## src/rtl/hscroll_seq.sv

```systemverilog
// hscroll_seq -- sequencer for the 8-bit loadable up/down scroll counter in
// the background layer path.
//
// It holds the CPU-written scroll settings and preloads the external counter
// at the start of every horizontal blank. During active display it steps the
// counter once per pixel, and it keeps a cycle-exact mirror of the counter
// value in pos for the layer fetch logic.
//
// Configuration macro: HSCROLL_SEQ_DBUF_EN
//   defined     : the CPU writes shadow registers. These are copied to the
//                 active registers on each vblank rising edge.
//   not defined : the CPU writes the active registers directly.
//
// Parameters:
//   RUN_LEN     pixel steps issued per active line before freezing (1..256)
//
// Ports:
//   clk         system clock
//   Reset_n     synchronous active-low reset
//   cen         pixel enable (single-clk pulse, >=1 low clk between pulses)
//   hblank      horizontal blank, sampled on cen cycles
//   vblank      vertical blank, sampled on cen cycles
//   flip        screen flip: inverts the count direction and the preload value
//   cpu_we      register write strobe
//   cpu_addr    0 = scroll value, 1 = control (bit0 enable, bit1 reverse)
//   cpu_din     write data
//   cnt_cen     counter clock-enable pulse
//   cnt_load_n  counter load, active-low
//   cnt_ent_n   counter enable T, active-low
//   cnt_enp_n   counter enable P, active-low (always equal to cnt_ent_n)
//   cnt_dir     counter direction, 1 = up
//   cnt_p       counter preload value
//   pos         mirror of the counter value
module hscroll_seq #(
    parameter int unsigned RUN_LEN = 256
) (
    input  logic       clk,
    input  logic       Reset_n,
    input  logic       cen,
    input  logic       hblank,
    input  logic       vblank,
    input  logic       flip,
    input  logic       cpu_we,
    input  logic       cpu_addr,
    input  logic [7:0] cpu_din,
    output logic       cnt_cen,
    output logic       cnt_load_n,
    output logic       cnt_ent_n,
    output logic       cnt_enp_n,
    output logic       cnt_dir,
    output logic [7:0] cnt_p,
    output logic [7:0] pos
);

    localparam logic [8:0] RUN_LEN_C = 9'(RUN_LEN);

    typedef enum logic [1:0] {
        S_IDLE,
        S_LOAD,
        S_WAIT,
        S_RUN
    } state_t;

    state_t     state, state_nx;

    logic       hb_q, vb_q;
    logic       hb_rise, hb_fall, vb_rise;
    logic [8:0] step_cnt;
    logic [7:0] act_scroll;
    logic [1:0] act_ctrl;      // [0] enable, [1] reverse
    logic       act_enable, act_reverse;
    logic       do_load, do_step;
    logic       dir_nx;
    logic [7:0] preload;

    assign act_enable  = act_ctrl[0];
    assign act_reverse = act_ctrl[1];

    // Blank edges compare against the previous cen sample, so they are valid
    // only on cen cycles.
    assign hb_rise = cen &  hblank & ~hb_q;
    assign hb_fall = cen & ~hblank &  hb_q;
    assign vb_rise = cen &  vblank & ~vb_q;

    // ------------------------------------------------------------------
    // CPU-side registers
    // ------------------------------------------------------------------
`ifdef HSCROLL_SEQ_DBUF_EN
    logic [7:0] shadow_scroll;
    logic [1:0] shadow_ctrl;

    // The transfer reads the shadow before this clk's write lands, so a
    // same-clk CPU write is deferred to the next frame.
    always_ff @(posedge clk) begin
        if (!Reset_n) begin
            shadow_scroll <= '0;
            shadow_ctrl   <= '0;
            act_scroll    <= '0;
            act_ctrl      <= '0;
        end else begin
            if (vb_rise) begin
                act_scroll <= shadow_scroll;
                act_ctrl   <= shadow_ctrl;
            end
            if (cpu_we) begin
                if (cpu_addr) shadow_ctrl   <= cpu_din[1:0];
                else          shadow_scroll <= cpu_din;
            end
        end
    end
`else
    // Without double buffering, the vblank edge has no consumer.
    logic unused_vb_rise;
    assign unused_vb_rise = vb_rise;

    always_ff @(posedge clk) begin
        if (!Reset_n) begin
            act_scroll <= '0;
            act_ctrl   <= '0;
        end else if (cpu_we) begin
            if (cpu_addr) act_ctrl   <= cpu_din[1:0];
            else          act_scroll <= cpu_din;
        end
    end
`endif

    // ------------------------------------------------------------------
    // Sequencer FSM
    // ------------------------------------------------------------------
    always_ff @(posedge clk) begin
        if (!Reset_n) state <= S_IDLE;
        else          state <= state_nx;
    end

    always_comb begin
        state_nx = state;
        do_load  = 1'b0;
        do_step  = 1'b0;
        dir_nx   = ~(act_reverse ^ flip);
        preload  = flip ? ~act_scroll : act_scroll;
        if (cen) begin
            unique case (state)
                S_IDLE: state_nx = S_IDLE;
                S_LOAD: begin
                    do_load  = 1'b1;
                    state_nx = S_WAIT;
                end
                S_WAIT: if (hb_fall) state_nx = S_RUN;
                S_RUN: begin
                    do_step = 1'b1;
                    if (step_cnt == RUN_LEN_C - 9'd1) state_nx = S_WAIT;
                end
                default: state_nx = S_IDLE;
            endcase
            // A new line start overrides everything, including the run limit.
            if (hb_rise) state_nx = S_LOAD;
        end
    end

    // ------------------------------------------------------------------
    // Registered counter controls and position mirror
    // ------------------------------------------------------------------
    // The strobes (cnt_cen, cnt_load_n, enables) are one clk wide and fall
    // back to idle together. cnt_dir and cnt_p change only on cen edges,
    // so they stay stable while cnt_cen is high.
    always_ff @(posedge clk) begin
        if (!Reset_n) begin
            cnt_cen    <= 1'b0;
            cnt_load_n <= 1'b1;
            cnt_ent_n  <= 1'b1;
            cnt_dir    <= 1'b1;
            cnt_p      <= '0;
            pos        <= '0;
            step_cnt   <= '0;
            hb_q       <= 1'b0;
            vb_q       <= 1'b0;
        end else begin
            cnt_cen    <= do_load | do_step;
            cnt_load_n <= ~do_load;
            cnt_ent_n  <= ~(do_step & act_enable);
            if (cen) begin
                cnt_dir <= dir_nx;
                hb_q    <= hblank;
                vb_q    <= vblank;
            end
            if (do_load) begin
                cnt_p    <= preload;
                pos      <= preload;
                step_cnt <= '0;
            end
            if (do_step) begin
                step_cnt <= step_cnt + 9'd1;
                if (act_enable) pos <= dir_nx ? pos + 8'd1 : pos - 8'd1;
            end
        end
    end

    assign cnt_enp_n = cnt_ent_n;

endmodule

```

## config.mk

```make
export PLATFORM = sky130hd
export DESIGN_NAME = hscroll_seq
export DESIGN_NICKNAME = d
export VERILOG_FILES = /design/src/rtl/hscroll_seq.sv
export SDC_FILE = /design/constraint.sdc
export NUM_CORES = 1
export LEC_CHECK = 0
export CAP_MARGIN = 15
export CORE_ASPECT_RATIO = 1.4
export CORE_MARGIN = 2
export CORE_UTILIZATION = 48
export CTS_BUF_LIST = sky130_fd_sc_hd__clkbuf_4
export CTS_CLUSTER_SIZE = 25
export DETAILED_ROUTE_END_ITERATION = 10
export GPL_ROUTABILITY_DRIVEN = 0
export GPL_TIMING_DRIVEN = 0
export PLACE_DENSITY = 0.82
export SETUP_SLACK_MARGIN = 0.2
export SKIP_LAST_GASP = 1
export SYNTH_ARGS = -nofsm -noshare
export SYNTH_HDL_FRONTEND = slang
export SYNTH_SLANG_ARGS = --single-unit
export TNS_END_PERCENT = 1
```

## constraint.sdc

```tcl
create_clock -name clk -period 2.2 [get_ports clk]
set_input_delay 0.22 -clock clk [delete_from_list [all_inputs] [get_ports clk]]
set_output_delay 0.22 -clock clk [all_outputs]
set_load 0.01 [all_outputs]
```

==> out/metrics.yaml <==
status: "finished clean"
fin_crit_ns: 1.92
cts_max_level: 2
synthesis.area_um2: 1990
drive_gt1_share_pct: 8.82
fin_skew_ns: 0.0100
synth.top_cell.area_share_pct: 42.2
drt_first_pass_iters: 4
final_cells: 315
nFillCells: 354
reg2reg_to: "pos[6]$_SDFF_PN0_"
die_h_um: 80.3
ys_warn_count: 0
yosysMostFrequentCell: "dfxtp_1"
ant_nets: 0
cts_hold_buf: 0
cp-startpoint: "act_ctrl[1]$_SDFFE_PN0P_"
sw_frac_of_total_pct: 26.3
r2r-start: "act_ctrl[1]$_SDFFE_PN0P_"
drt-initial-drc-count: 68
core_area_um2: 3950
p_int_mw: 1.15
antenna_found_initial: 0
cts.clk_slew.worst_paths_ns: 0.13
synth.distinct_cells: 38
numCtsBuffers: 5
yosys_most_used_dff: "dfxtp_1"
switching_power_mw: 0.410
comb_power_share_pct: 15.6
synth.top_cells.by_count: "42 x dfxtp_1, 30 x nor2_1, 23 x nand2_1"
routedWlPerCell_um: 12.9
ys_ff_latch: 42
worst_pin_slew_ns: 0.549
synth_nets: 256
cts_buffer_depth: 2
synthTopCellsByArea: "dfxtp_1 42%, ha_1 5.6%, nor2_1 5.6%"
grt_use_total_pct: 19.0
fmax_mhz: 522
grt-ovfl-total: 0
io_buffer_count: 32
pwr_density_cell_nw_per_um2: 621
via_per_inst: 5.51
cp_max_fo: 5
cts.sinks: 42
synth_edf_count: 0
vias: 1736
worstPathRequired_ns: 2.46
worstSkewPairLatency_ns: 0.36
core.rowCount: 27
timing.final.crit_share_pct: 87.1
nets: 297
diodes: 0
setup_viol: 0
critPathKind: "flip-flop to flip-flop"
arrival_ns: 2.18
wirelength_um: 4070
ff2ff_setup_slack_ns: 0.28
ioPinCount: 37
cts_root_buf: "clkbuf_4"
area_growth_pct: 25.8
rsz0062_at_grt: "yes"
rr_worst_depth: 7
post-dp-hpwl_um: 2990
dp.cells: 305
die_area_um2: 4690
critPathLaunchType: "flip-flop"
grt_pass1_vias: 1590
dp_slack_ns: -0.0299
finalSetupTns_ns: 0
slew_viol_final: 0
die_w_um: 58.5
p_leak_nw: 0.949
grt_start_max_net_pins: 15
start_util_pct: 50.5
final_hold_viol_count: 0
hp-class: "input port to flip-flop"
crit_end: "pos[6]$_SDFF_PN0_"
synth_seq_area_share_pct: 42.2
drc: 0
synthArstFlopShare_pct: 0
p_clk_share_pct: 32.5
max_cap_violations: 0
relSlewSlack_pct: 63.4
seqPwrFrac_pct: 51.9
p_total_mw: 1.56
syn_inst: 230
grt_first_pass_wirelength_um: 6920
fin_ws_ns: 0.283
end_kind: "flip-flop"
avgSynthCellArea_um2: 8.67
yosysTopAreaCell: "dfxtp_1"
peakVddDrop_uv: 479
cts_tree: "built"
-- cell usage in the layout (no fill, tap or decap), drive strengths merged, types with 2 or more instances in the layout --
| cell | netlist | layout |
|---|---|---|
| a211o | 2 | 2 |
| a211oi | 4 | 4 |
| a21o | 4 | 4 |
| a21oi | 16 | 16 |
| and3 | 3 | 3 |
| buf | 7 | 9 |
| clkbuf | 6 | 11 |
| clkdlybuf4s50 | 0 | 32 |
| clkinvlp | 0 | 2 |
| dfxtp | 42 | 42 |
| ha | 9 | 9 |
| inv | 2 | 2 |
| mux2i | 9 | 9 |
| nand2 | 24 | 24 |
| nand3 | 7 | 7 |
| nor2 | 31 | 31 |
| nor2b | 2 | 2 |
| nor3 | 6 | 6 |
| o2111ai | 3 | 3 |
| o211ai | 6 | 6 |
| o21ai | 19 | 19 |
| o21bai | 2 | 2 |
| xnor2 | 9 | 9 |
| xor2 | 5 | 5 |
-- state kept, by name, indices dropped and copies added (netlist names) --
register	count
cnt_cen	1
state	2
cnt_dir	1
pos	8
cnt_load_n	1
cnt_enp_n	1
hb_q	1
cnt_p	8
act_ctrl	2
step_cnt	9
act_scroll	8
-- final cells by class --
type / count / area (µm²) / share of cell area, %
clock buffers: 5 / 37.5 / 1.50
inverters: 3 / 11.3 / 0.449
multi-input cells: 172 / 1110 / 44.3
flip-flops and latches: 42 / 842 / 33.5
well taps: 43 / 53.8 / 2.14
plain buffers: 13 / 73.8 / 2.94
clock inverters: 3 / 45.0 / 1.79
repair buffers: 34 / 335 / 13.4
-- layer usage --
metal / track usage (%) / part of all wire (%) / vias up
li1: - / - / 890
met1: 24.3 / 46 / 785
met2: 30.3 / 48 / 50
met3: 3.06 / 4.2 / 11
met4: 9.77 / 2.2 / 0
met5: 0 / 0 / -
-- logic make-up (layout without fill, tap and decap cells) --
| family | count (synthesis) | in the layout | share of synthesized area, % |
|---|---|---|---|
| simple gates | 79 | 79 | 17.8 |
| mux | 9 | 9 | 4.52 |
| compound gates | 60 | 60 | 18.5 |
| fa+ha+maj | 10 | 10 | 6.65 |
| flops | 42 | 42 | 42.2 |
| xor+xnor | 14 | 14 | 6.15 |
| buf+inv | 16 | 58 | 4.27 |
-- stage by stage --
stage | hold WS (ns) | util (%) | instance area (µm²)
after floorplan | 0.367 | - | 2010
after global placement | 0.454 | 60.4 | 2390
after detailed placement | 0.464 | 60.4 | 2390
after CTS | 0.0866 | 63.0 | 2490
after global routing | 0.0926 | 63.5 | 2510
final | 0.0967 | 63.5 | 2510
-- critical path: stages (launching register included) --
cell and delay, ns:
dfxtp_2 0.37, xor2_4 0.17, fa_1 0.44, a211oi_1 0.30
o21bai_1 0.12, a21oi_1 0.18, xor2_1 0.17, o21ai_0 0.08
-- worst min path at each step --
| stage | start | end | slack [ns] | depth (start not counted) |
|---|---|---|---|---|
| floorplan | hblank | hb_q$_SDFFE_PN0P_ | 0.37 | 2 |
| global placement | act_ctrl[0]$_SDFFE_PN0P_ | act_ctrl[0]$_SDFFE_PN0P_ | 0.45 | 2 |
| detailed placement | step_cnt[1]$_SDFFE_PN0P_ | step_cnt[1]$_SDFFE_PN0P_ | 0.46 | 2 |
| CTS | Reset_n | cnt_dir$_SDFFE_PN1P_ | 0.09 | 2 |
| global route | Reset_n | cnt_dir$_SDFFE_PN1P_ | 0.09 | 2 |
| finish | Reset_n | cnt_dir$_SDFFE_PN1P_ | 0.1 | 2 |
-- power groups by stage --
stage / Sequential (mW) / Combinational (mW) / Clock, mW
floorplan: 0.828 / 0.142 / 0
global placement: 0.824 / 0.224 / 0
detailed placement: 0.825 / 0.230 / 0
CTS: 0.808 / 0.238 / 0.524
global route: 0.812 / 0.271 / 0.546
finish: 0.809 / 0.243 / 0.507
-- what timing repair did --
item | CTS | global route
endpoints found under the setup margin | 3 | 3
setup buffers | 2 | 0
gates resized for setup | 1 | 5
pin swaps | 1 | 0
Note: power is estimated with default switching activity, not from simulation.
